### src/rtl/lfsr_rng_gen.sv
// Purpose: pseudo-random byte source; free-running 16-bit Galois LFSR, byte captured after STEPS decorrelation clocks.
// Latency: Req sampled at edge N -> Valid high after edge N+STEPS (plus one clock per reject with RNG_RANGE_EN).
// Backpressure: captured byte held with Valid until Ack; Req ignored while Busy (not queued).
//
// Optional feature macro: RNG_RANGE_EN -- rejection sampling so that Value never exceeds RANGE_MAX.
//
// Ports:
//   Clk        rising-edge system clock
//   Reset_n    asynchronous active-low reset
//   Seed_load  load Seed into the LFSR this edge (overrides everything, returns to IDLE)
//   Seed       16-bit seed; zero is replaced by SEED so the LFSR never locks up
//   Req        request a new byte (only looked at in IDLE)
//   Ack        consumer took Value (only looked at in PRESENT)
//   Value      captured byte, stable while Valid=1
//   Valid      Value is new and not yet acknowledged
//   Busy       high in GEN and PRESENT

module lfsr_rng_gen #(
    parameter logic [15:0] SEED      = 16'hACE1,
    parameter int unsigned STEPS     = 8,
    parameter logic [7:0]  RANGE_MAX = 8'hFF
) (
    input  logic        Clk,
    input  logic        Reset_n,
    input  logic        Seed_load,
    input  logic [15:0] Seed,
    input  logic        Req,
    input  logic        Ack,
    output logic [7:0]  Value,
    output logic        Valid,
    output logic        Busy
);

    typedef enum logic [1:0] {
        ST_IDLE    = 2'd0,
        ST_GEN     = 2'd1,
        ST_PRESENT = 2'd2
    } state_t;

    // Counter is loaded with STEPS-1 on acceptance; the capture happens on the
    // edge where it reads zero, giving exactly STEPS edges of latency.
    localparam logic [7:0] CNT_INIT = 8'(STEPS - 1);

    state_t      state_q, state_d;
    logic [15:0] lfsr_q, lfsr_d;
    logic [7:0]  cnt_q, cnt_d;
    logic [7:0]  value_q, value_d;
    logic        valid_q, valid_d;
    logic        busy_q, busy_d;

    logic [15:0] lfsr_next;
    logic        capture_ok;

    // Galois right-shift form, taps 16,14,13,11 (mask B400): maximal period 65535.
    assign lfsr_next = lfsr_q[0] ? ((lfsr_q >> 1) ^ 16'hB400) : (lfsr_q >> 1);

`ifdef RNG_RANGE_EN
    // Reject out-of-range bytes; the FSM stays at cnt==0 and retries next edge
    // against a fresh LFSR value, keeping the accepted values uniform.
    assign capture_ok = (lfsr_q[7:0] <= RANGE_MAX);
`else
    assign capture_ok = 1'b1;
    // RANGE_MAX only matters when rejection sampling is compiled in.
    logic unused_range_max;
    assign unused_range_max = ^RANGE_MAX;
`endif

    always_comb begin
        state_d = state_q;
        cnt_d   = cnt_q;
        value_d = value_q;
        valid_d = valid_q;
        lfsr_d  = lfsr_next;

        if (Seed_load) begin
            // Reseed wins over everything; Value keeps its old contents.
            lfsr_d  = (Seed == 16'h0000) ? SEED : Seed;
            state_d = ST_IDLE;
            valid_d = 1'b0;
        end else begin
            unique case (state_q)
                ST_IDLE: begin
                    if (Req) begin
                        state_d = ST_GEN;
                        cnt_d   = CNT_INIT;
                    end
                end
                ST_GEN: begin
                    if (cnt_q != 8'd0) begin
                        cnt_d = cnt_q - 8'd1;
                    end else if (capture_ok) begin
                        // Capture the pre-step register contents.
                        value_d = lfsr_q[7:0];
                        valid_d = 1'b1;
                        state_d = ST_PRESENT;
                    end
                end
                ST_PRESENT: begin
                    if (Ack) begin
                        valid_d = 1'b0;
                        state_d = ST_IDLE;
                    end
                end
                default: begin
                    state_d = ST_IDLE;
                    valid_d = 1'b0;
                end
            endcase
        end

        busy_d = (state_d != ST_IDLE);
    end

    always_ff @(posedge Clk or negedge Reset_n) begin
        if (!Reset_n) begin
            state_q <= ST_IDLE;
            lfsr_q  <= SEED;
            cnt_q   <= 8'd0;
            value_q <= 8'h00;
            valid_q <= 1'b0;
            busy_q  <= 1'b0;
        end else begin
            state_q <= state_d;
            lfsr_q  <= lfsr_d;
            cnt_q   <= cnt_d;
            value_q <= value_d;
            valid_q <= valid_d;
            busy_q  <= busy_d;
        end
    end

    assign Value = value_q;
    assign Valid = valid_q;
    assign Busy  = busy_q;

endmodule
### config.mk
export PLATFORM = sky130hd
export DESIGN_NAME = lfsr_rng_gen
export DESIGN_NICKNAME = d
export VERILOG_FILES = /design/src/rtl/lfsr_rng_gen.sv
export SDC_FILE = /design/constraint.sdc
export NUM_CORES = 1
export LEC_CHECK = 0
export BUFFER_PORTS_ARGS = -buffer_cell sky130_fd_sc_hd__buf_4
export CORE_ASPECT_RATIO = 1.25
export CORE_UTILIZATION = 30
export CTS_BUF_LIST = sky130_fd_sc_hd__clkbuf_4 sky130_fd_sc_hd__clkbuf_8
export CTS_CLUSTER_SIZE = 24
export DETAILED_ROUTE_END_ITERATION = 16
export SYNTH_ARGS = -nofsm -noshare
export SYNTH_HDL_FRONTEND = slang
export SYNTH_SLANG_ARGS = --single-unit
### constraint.sdc
create_clock -name Clk -period 2.6 [get_ports Clk]
set_clock_uncertainty 0.05 [all_clocks]
set_input_delay 0.26 -clock Clk [delete_from_list [all_inputs] [get_ports Clk]]
set_output_delay 0.26 -clock Clk [all_outputs]
set_load 0.1 [all_outputs]
==> results of run 1 <==
[cell families after synthesis]
| kind of cell | count (synthesis) | synth area share [%] |
|---|---|---|
| AO/OA/AOI/OAI | 22 | 9.80 |
| XOR/XNOR | 3 | 1.62 |
| adder cells (fa/ha/maj) | 2 | 1.54 |
| buffers and inverters | 6 | 1.93 |
| flip-flops | 36 | 56.2 |
| multiplexers | 18 | 12.3 |
| AND/OR/NAND/NOR | 42 | 16.7 |
[final cells by class]
type                            count  area (sq um)  share of cell area (%)
Clock buffer                        7          83.8                    4.18
Clock inverter                      1          5.00                   0.249
Inverter                            2          7.51                   0.374
Multi-Input combinational cell     87           679                    33.9
Sequential cell                    36           911                    45.4
Tap cell                           62          77.6                    3.87
Timing Repair Buffer               32           243                    12.1
[where the power goes]
group	switching [W]	internal (W)	total [W]	leakage, nW
Clock	0.000186	0.000209	0.000395	0.0491
Sequential	0.0000450	0.000630	0.000675	0.440
Combinational	0.000226	0.000115	0.000341	0.412
[sequential cells by signal (all words and copies together) (netlist names)]
signal and cells:
cnt_q 8, Valid 1, Value 8, Busy 1, state_q 2, lfsr_q 16
[cells in the final DEF, fill, tap and decap left out, drive strengths merged, types with 2 or more instances in the layout]
master / netlist / layout
or2: 2 / 2
nor4: 7 / 7
nor4b: 2 / 2
ha: 2 / 2
nor2: 6 / 6
nor3: 2 / 2
clkbuf: 2 / 7
dfrtp: 28 / 28
or3: 2 / 2
o22a: 9 / 9
buf: 2 / 31
or4: 3 / 3
nand2: 9 / 9
o21a: 2 / 2
mux2i: 3 / 3
nand3b: 4 / 4
a21oi: 5 / 5
xor2: 2 / 2
mux2: 15 / 15
dfstp: 8 / 8
o21ai: 3 / 3
inv: 2 / 2
[layer usage]
metal  up-vias  share of wire [%]  GRT usage [%]
met4         0               0.79           5.61
met1       588                 42           15.9
met3         4                4.9           3.67
met5         -                  0              0
li1        545                  -              -
met2        33                 52           22.1
[worst paths after layout]
kind,to,slack [ps],cells after the start
min in group asynchronous,Valid,420,2
setup / recovery,Value[3],570,4
setup reg to reg,Value[3],570,4
max in group asynchronous,lfsr_q[6],1720,2
hold / removal,lfsr_q[12],140,3
hold reg to reg,lfsr_q[7],430,1
[worst max-delay path: stages, from the launching register on]
cell,delay (ps)
sky130_fd_sc_hd__dfrtp_1,420
sky130_fd_sc_hd__or4_4,570
sky130_fd_sc_hd__nor4b_4,410
sky130_fd_sc_hd__nand2_4,160
sky130_fd_sc_hd__mux2_2,310
[metrics by stage]
stage | total power (W) | instances
after floorplan | 0.000923 | 129
after global placement | 0.00102 | 218
after detailed placement | 0.00103 | 218
after CTS | 0.00144 | 227
after global routing | 0.00149 | 227
final | 0.00141 | 227
==> parameters.txt, run 1 <==
Parameter                              Value

Floorplanning
  Core Area ... around 5200 sq um
  Height of the die ... 84.2 um
  Boundary Pins ... 31
  Initial Utilization ... 31.5%
  Number of cell rows ... 29
  Die Area ... 5710 sq um
  Width of the die ... between 60 and 70 um

Placement
  Input/output buffers ... 30
  Placed instance area ... 1910 sq um
  Routability Congestion ... ~0.85
  Pre-CTS WS ... 557 ps
  Post-DP HPWL ... 2520 um

Detailed routing
  1st-pass router iterations ... 4
  Final wirelength ... 3420 um
  Violation count after the first detailed-route iteration ... 33
  Mean routed wirelength per cell ... 15.0 um
  DRC errors left ... 0
  Detail Route Antenna Nets ... 0
  Via count ... approximately 1.2k
  Ratio of routed vias to standard cells ... 5.15

Hold path
  Hold Path Origin ... Seed[12]
  Path type of the worst min-delay path ... in -> reg

Yosys
  Total of flip-flops plus latches after synthesis ... 36
  Number of synthesized flops with an enable pin ... 0
  Cell count after synthesis ... 129
  Mean instance size in the synthesized netlist ... 12.6 sq um
  Dominant register cell in the synthesized netlist ... sky130_fd_sc_hd__dfrtp_1
  Most frequent cell after synthesis ... sky130_fd_sc_hd__dfrtp_1
  Area contributors post-synth ... sky130_fd_sc_hd__dfrtp_1 (43%), sky130_fd_sc_hd__dfstp_2 (13%), sky130_fd_sc_hd__mux2_2 (10%), sky130_fd_sc_hd__o22a_1 (4.3%), sky130_fd_sc_hd__nor4_1 (2.7%)
  Netlist Area Pre-Place ... 1620 sq um
  Share of the yosys chip area belonging to registers ... roughly 56%
  Yosys warning total ... 0
  Fraction of registers with async set/reset ... 100%
  Net count after synthesis ... 152
  Largest area contributor in the netlist ... sky130_fd_sc_hd__dfrtp_1
  Share of Yosys cell area claimed by the top area cell type ... 43.2%
  Yosys cell types ... 36
  Ranking of synthesized cells by instance count ... sky130_fd_sc_hd__dfrtp_1 (28), sky130_fd_sc_hd__mux2_2 (15), sky130_fd_sc_hd__dfstp_2 (8), sky130_fd_sc_hd__nand2_1 (8), sky130_fd_sc_hd__o22a_1 (8)

Final layout
  Final design utilization ... between 30% and 40%
  Syn-to-layout area delta ... 23.8%
  Nets ... between 150 and 200
  Fraction of final layout cells sized beyond drive strength 1 ... 42.4%
  Post-route cell area ... 2010 sq um
  Ant diodes ... 0
  Fill cell instance count of the final layout ... 530

CTS
  Bufs on Longest Clock Path ... 2
  Register clock-pin slew on the reported worst setup and hold paths ... ~70 ps
  Number of gates resized after CTS ... 0
  Clock buffer count from CTS ... 5
  Root Buffer Master ... sky130_fd_sc_hd__clkbuf_8
  Post-CTS setup buffers ... 0
  Hold_buf cts ... 1
  Number of levels in the clock H-tree ... 2
  Clock tree from TritonCTS ... done
  Skew-Pair Late Insertion Delay ... 280 ps
  TritonCTS sink count ... 36

Job
  Number of maximum-capacitance violations ... 0

Timing
  Final worst slack ... 572 ps
  Pins over their slew limit ... 0
  Final Setup Violations ... 0
  Final period util ... 78.0%
  Number of hold violations in the final report ... 0
  Setup total negative slack ... 0 ps
  Max-Slew Margin vs Limit ... 58.7%
  Fmax achieved ... 0.493 GHz
  Final period demand of the worst path ... 2030 ps
  Slew of the pin with the lowest slew margin ... 611 ps
  Final Hold Slack ... 140 ps
  RSZ-0062 raised after global routing ... no

Global route
  Overall global routing resource usage ... a little over an eighth
  Wire length of the first global-routing pass ... between 5000 and 6000 um
  Largest net degree at the start of global routing ... 37
  Number of antenna violations at the first check in global routing ... 0
  Vias in the first global route ... 1,247
  Final global-route overflow total ... 0

Worst setup path
  Critical Setup Path Class ... reg -> reg
  Nature of the critical path startpoint ... register
  Worst reg2reg path startpoint ... cnt_q[4]
  Launch point of the critical path ... cnt_q[4]
  Top fanout value on the critical path ... 8
  Signal arrival time at the worst endpoint ... 2140 ps
  Required time of the critical path ... 2720 ps
  Setup crit end kind ... register

Outcome
  Run status ... complete, no violations

Power
  Power density cells ... around 700 nW/um^2
  Worst VDD drop ... 0.303 mV
  Cell leakage power ... 0.901 nW
Note: power is estimated with default switching activity, not from simulation.
==> run 2, diff against run 1 <==
Clock period 2.6 ns to 1.91 ns, I/O delays scaled along.
==> run 2 against run 1 <==
The flow now finishes with violations (setup timing). Total power up 43%. Sequential share of layout area fell by 2.6 points. Combinational power up 54%. Register-to-register slack got worse by 610 ps. Critical path type unchanged.
==> parameters.txt, run 2 (synthesized netlist as in run 1, its figures left out) <==
Parameter                              Value

Outcome
  Run status ... finished, violations left
  Violations in the final reports ... setup timing

Floorplanning
  Height of the die ... 84.2 um
  Number of cell rows ... 29
  Die Area ... ~5700 sq um
  Initial Utilization ... 31.5%
  Width of the die ... 67.8 um
  Core Area ... 5150 sq um
  Boundary Pins ... 31

Final layout
  Nets ... 201
  Register with the most flip-flops ... lfsr_q
  Flip-flop count of the largest register, all copies and words added ... 16
  Syn-to-layout area delta ... 31.3%
  Fill cell instance count of the final layout ... just over 500
  Final Non-Filler Cells ... 241
  Final design utilization ... 41.3%
  Ant diodes ... 0
  Most common cell after layout, fill and taps aside ... sky130_fd_sc_hd__buf_4
  Highest-count cells in the layout ignoring fill and taps ... sky130_fd_sc_hd__buf_4 (45), sky130_fd_sc_hd__dfrtp_1 (28), sky130_fd_sc_hd__mux2_2 (14)
  Fraction of final layout cells sized beyond drive strength 1 ... 47.5%

Timing
  Final period demand of the worst path ... 1950 ps
  Fmax achieved ... approximately 0.5 GHz
  Number of hold violations in the final report ... 0
  Final Hold Slack ... ~67 ps
  RSZ-0062 raised after global routing ... yes
  Final period util ... 102%
  Max-Slew Margin vs Limit ... 52.3%
  Final Setup Violations ... 8
  Pins over their slew limit ... 0
  Final worst slack ... -42.5 ps
  Slew of the pin with the lowest slew margin ... 705 ps

CTS
  Skew-Pair Late Insertion Delay ... 290 ps
  Bufs on Longest Clock Path ... 2
  TritonCTS sink count ... 36
  Clock tree from TritonCTS ... done
  Number of levels in the clock H-tree ... 2
  Register clock-pin slew on the reported worst setup and hold paths ... 70 ps
  Root Buffer Master ... sky130_fd_sc_hd__clkbuf_8
  Clock buffer count from CTS ... 5

Worst setup path
  Setup crit end kind ... register
  Top fanout value on the critical path ... 8
  Cells along the critical path ... or4_4, nor4b_4, nand2_4, mux2_4
  Critical Setup Path Class ... reg -> reg
  Crit-path leading delay family ... simple AND/OR/NAND/NOR gates
  Critical Path Slowest Stage Cell ... sky130_fd_sc_hd__or4_4
  Largest incremental delay on the critical path ... ~580 ps
  Nature of the critical path startpoint ... register
  Buffer and inverter count on the worst path ... 0
  Signal arrival time at the worst endpoint ... 2080 ps
  Required time of the critical path ... 2040 ps

Power
  PnR Total Power ... 0.00201 W
  Cell leakage power ... 0.975 nW
  Worst VDD drop ... 0.451 mV
  Power density cells ... 945 nW/um^2

Global route
  Final global-route overflow total ... 0
  Overall global routing resource usage ... between 10 and 15%
  Largest net degree at the start of global routing ... 37
  Number of antenna violations at the first check in global routing ... 0
  Wire length of the first global-routing pass ... 5900 um
  Vias in the first global route ... approximately 1.3k

Placement
  Post-DP HPWL ... 2560 um
  Placed insts ... 230
  Pre-CTS WS ... -9.88 ps
  Routability Congestion ... 0.824
  Input/output buffers ... 30

Detailed routing
  Via count ... 1,210
  Mean routed wirelength per cell ... 14.6 um
  Length of routed met2 wiring ... 1820 um
  Violation count after the first detailed-route iteration ... 21
  Routed length on met1 ... 1440 um
  Final wirelength ... 3520 um
  Total length of routed met3 wires ... a little under 200 um
  DRC errors left ... 0
  Detail Route Antenna Nets ... 0
  1st-pass router iterations ... 4
  Top routing layer in use ... met4
  Ratio of routed vias to standard cells ... 5.02

Hold path
  Path type of the worst min-delay path ... in -> reg

Job
  Number of maximum-capacitance violations ... 0
run 2: cell count changes in the layout (fill, tap and decap cells not counted), sizes merged:
cell,delta
buf,+14
clkinv,-1
clkinvlp,+1
run 2: worst paths after layout:
| kind | startpoint | end | slack [ps] | cells after the start |
|---|---|---|---|---|
| hold / removal | Seed[12] | lfsr_q[12] | 70 | 3 |
| max in group asynchronous | Reset_n | lfsr_q[0] | 1120 | 2 |
| setup reg to reg | cnt_q[5] | Value[6] | -40 | 4 |
| min in group asynchronous | Reset_n | state_q[0] | 340 | 2 |
| setup / recovery | cnt_q[5] | Value[6] | -40 | 4 |
| hold reg to reg | lfsr_q[8] | lfsr_q[7] | 440 | 1 |
run 2: worst register-to-register path: stages (launching register included):
cell and delay (ps):
sky130_fd_sc_hd__dfrtp_1 380, sky130_fd_sc_hd__or4_4 580, sky130_fd_sc_hd__nor4b_4 340, sky130_fd_sc_hd__nand2_4 170, sky130_fd_sc_hd__mux2_4 330
run 2: final cells by class:
class                      count  area (sq um)  share of cell area (%)
sequential                    36           911                    42.8
multi-input combinational     87           688                    32.3
timing repair buffer          46           348                    16.3
clock buffer                   7          90.1                    4.23
tap                           62          77.6                    3.64
clock inverter                 1          7.51                   0.353
inverter                       2          7.51                   0.353
run 2: per-layer routing:
layer | track usage [%] | vias to the layer above
met2 | 23.4 | 35
met3 | 3.67 | 6
met5 | 0 | -
met1 | 15.9 | 589
li1 | - | 580
met4 | 6.58 | 0
run 2: what timing repair did:
item | CTS | global route
pin swaps | 0 | 2
endpoints found under the hold margin | 28 | 0
setup endpoints to repair | 11 | 16
hold buffers | 1 | 0
buffers inserted | 0 | 2
resized for setup | 0 | 3
run 2: through the flow:
stage	area, sq um	TNS (ps)
floorplan	1620	0
global placement	2000	0
detailed placement	2000	-16.7
CTS	2110	-103
global route	2130	-887
finish	2130	-180
run 2: report_power, final:
part,switching (W),internal (W),total (W)
clock network,0.000275,0.000307,0.000582
registers,0.0000480,0.000858,0.000906
logic,0.000331,0.000194,0.000525
total,0.000653,0.00136,0.00201
==> run 3, diff against run 2 <==
Settings changed: TNS_END_PERCENT from default to 30.
==> run 3 against run 2 <==
The run still ends with setup timing left. Utilization decreased by 0.41 points. Die area unchanged. Worst setup slack improved by 31 ps. Non-clock buffer count decreased by 2. Clock power about the same. Combinational power decreased by 1%. Sequential cell count unchanged. Via count decreased by 0.17%. Clock-buffer cell count unchanged.
==> parameters.txt, run 3 (synthesized netlist as in run 1, its figures left out) <==
Parameter                              Value

Floorplanning
  Height of the die ... 84.2 um
  Boundary Pins ... 31
  Width of the die ... slightly below 70 um
  Die Area ... 5710 sq um
  Core Area ... roughly 5200 sq um
  Number of cell rows ... 29
  Initial Utilization ... a little under a third

Hold path
  Path type of the worst min-delay path ... in -> reg
  Worst hold path stage count ... 3

Timing
  Final worst slack ... -11.8 ps
  Setup total negative slack ... -54.0 ps
  RSZ-0062 raised after global routing ... yes
  Slew of the pin with the lowest slew margin ... 706 ps
  Fmax achieved ... 0.520 GHz
  Final period demand of the worst path ... 1920 ps
  Max-Slew Margin vs Limit ... 52.3%
  Final period util ... 101%
  Pins over their slew limit ... 0
  Number of hold violations in the final report ... 0
  Final Setup Violations ... 8

Job
  Number of maximum-capacitance violations ... 0

Detailed routing
  DRC errors left ... 0
  1st-pass router iterations ... 3
  Detail Route Antenna Nets ... 0
  Ratio of routed vias to standard cells ... 5.05
  Violation count after the first detailed-route iteration ... 38
  Mean routed wirelength per cell ... 14.6 um
  Final wirelength ... ~3500 um
  Via count ... 1,208

Global route
  Overall global routing resource usage ... 13.9%
  Number of antenna violations at the first check in global routing ... 0
  Vias in the first global route ... 1,301
  Largest net degree at the start of global routing ... 37
  Wire length of the first global-routing pass ... 5900 um
  Final global-route overflow total ... 0

Final layout
  Nets ... 199
  Most common cell after layout, fill and taps aside ... sky130_fd_sc_hd__buf_4
  Flip-flop count of the largest register, all copies and words added ... 16
  Highest-count cells in the layout ignoring fill and taps ... sky130_fd_sc_hd__buf_4 (43), sky130_fd_sc_hd__dfrtp_1 (28), sky130_fd_sc_hd__mux2_2 (15)
  Syn-to-layout area delta ... 30.0%
  Final Non-Filler Cells ... 239
  Ant diodes ... 0
  Fraction of final layout cells sized beyond drive strength 1 ... 46.9%
  Register with the most flip-flops ... lfsr_q
  Final design utilization ... between 40 and 50%

Power
  Power density cells ... between 900 and 1000 nW/um^2
  Cell leakage power ... approximately 0.96 nW
  Worst VDD drop ... approximately 0.45 mV

Worst setup path
  Nature of the critical path startpoint ... register
  Signal arrival time at the worst endpoint ... 2050 ps
  Required time of the critical path ... 2040 ps
  Critical Setup Path Class ... reg -> reg
  Reg2Reg Depth ... 4
  Setup crit end kind ... register
  Top fanout value on the critical path ... 8

CTS
  Register clock-pin slew on the reported worst setup and hold paths ... 70 ps
  TritonCTS sink count ... 36
  Bufs on Longest Clock Path ... 2
  Post-CTS setup buffers ... 0
  Clock tree from TritonCTS ... done
  Skew-Pair Late Insertion Delay ... ~290 ps
  Clock buffer count from CTS ... 5
  Number of levels in the clock H-tree ... 2
  Root Buffer Master ... sky130_fd_sc_hd__clkbuf_8

Outcome
  Run status ... finished, violations left
  Violations in the final reports ... setup timing

Placement
  Post-DP HPWL ... around 2600 um
  Placed insts ... 230
  Routability Congestion ... 0.824
  Input/output buffers ... 30
## run 3: worst max-delay path: stages, from the launching register on
cell and delay (ps):
sky130_fd_sc_hd__dfrtp_1 380, sky130_fd_sc_hd__or4_4 580, sky130_fd_sc_hd__nor4b_4 330, sky130_fd_sc_hd__nand2_4 160
sky130_fd_sc_hd__mux2_2 300
## run 3: per-layer routing
metal | vias up | share of wire (%) | track usage (%)
met5 | - | 0 | 0
met4 | 0 | 1.8 | 6.58
met3 | 6 | 5.4 | 3.67
met2 | 31 | 52 | 23.4
met1 | 595 | 41 | 15.9
li1 | 576 | - | -
## run 3: worst paths after layout
path                       startpoint         end  slack [ps]
hold / removal               Seed[12]  lfsr_q[12]          70
min in group asynchronous     Reset_n    cnt_q[3]         340
max in group asynchronous     Reset_n   lfsr_q[0]        1120
setup reg to reg             cnt_q[5]    Value[5]         -10
hold reg to reg             lfsr_q[8]   lfsr_q[7]         430
setup / recovery             cnt_q[5]    Value[5]         -10
## run 3: what timing repair did
item | in CTS | in global routing
endpoints found under the setup margin | 11 | 16
gates resized for setup | 0 | 1
pin swaps | 0 | 1
endpoints found under the hold margin | 28 | 0
hold buffers | 1 | 0
## run 3: layout make-up
class                      count  area, sq um
clock buffer                   7         90.1
clock inverter                 1         7.51
fill                         508         3040
inverter                       2         7.51
multi-input combinational     87          682
sequential                    36          911
tap                           62         77.6
timing repair buffer          44          333
## run 3: where the power goes
group / internal (W) / leakage, nW / switching (W)
Clock: 0.000307 / 0.0479 / 0.000278
Sequential: 0.000858 / 0.440 / 0.0000476
Combinational: 0.000188 / 0.473 / 0.000330
Total: 0.00135 / 0.961 / 0.000655
## run 3: through the flow
| step | hold WS, ps | power [W] | worst slack, ps | instance area, sq um |
|---|---|---|---|---|
| floorplan | -155 | 0.00126 | 42.7 | 1620 |
| global placement | 123 | 0.00143 | 28.1 | 2000 |
| detailed placement | 126 | 0.00144 | -9.88 | 2000 |
| CTS | 53.7 | 0.00203 | -18.9 | 2110 |
| global route | 71.6 | 0.00209 | -96.0 | 2110 |
| finish | 67.2 | 0.00201 | -11.8 | 2110 |
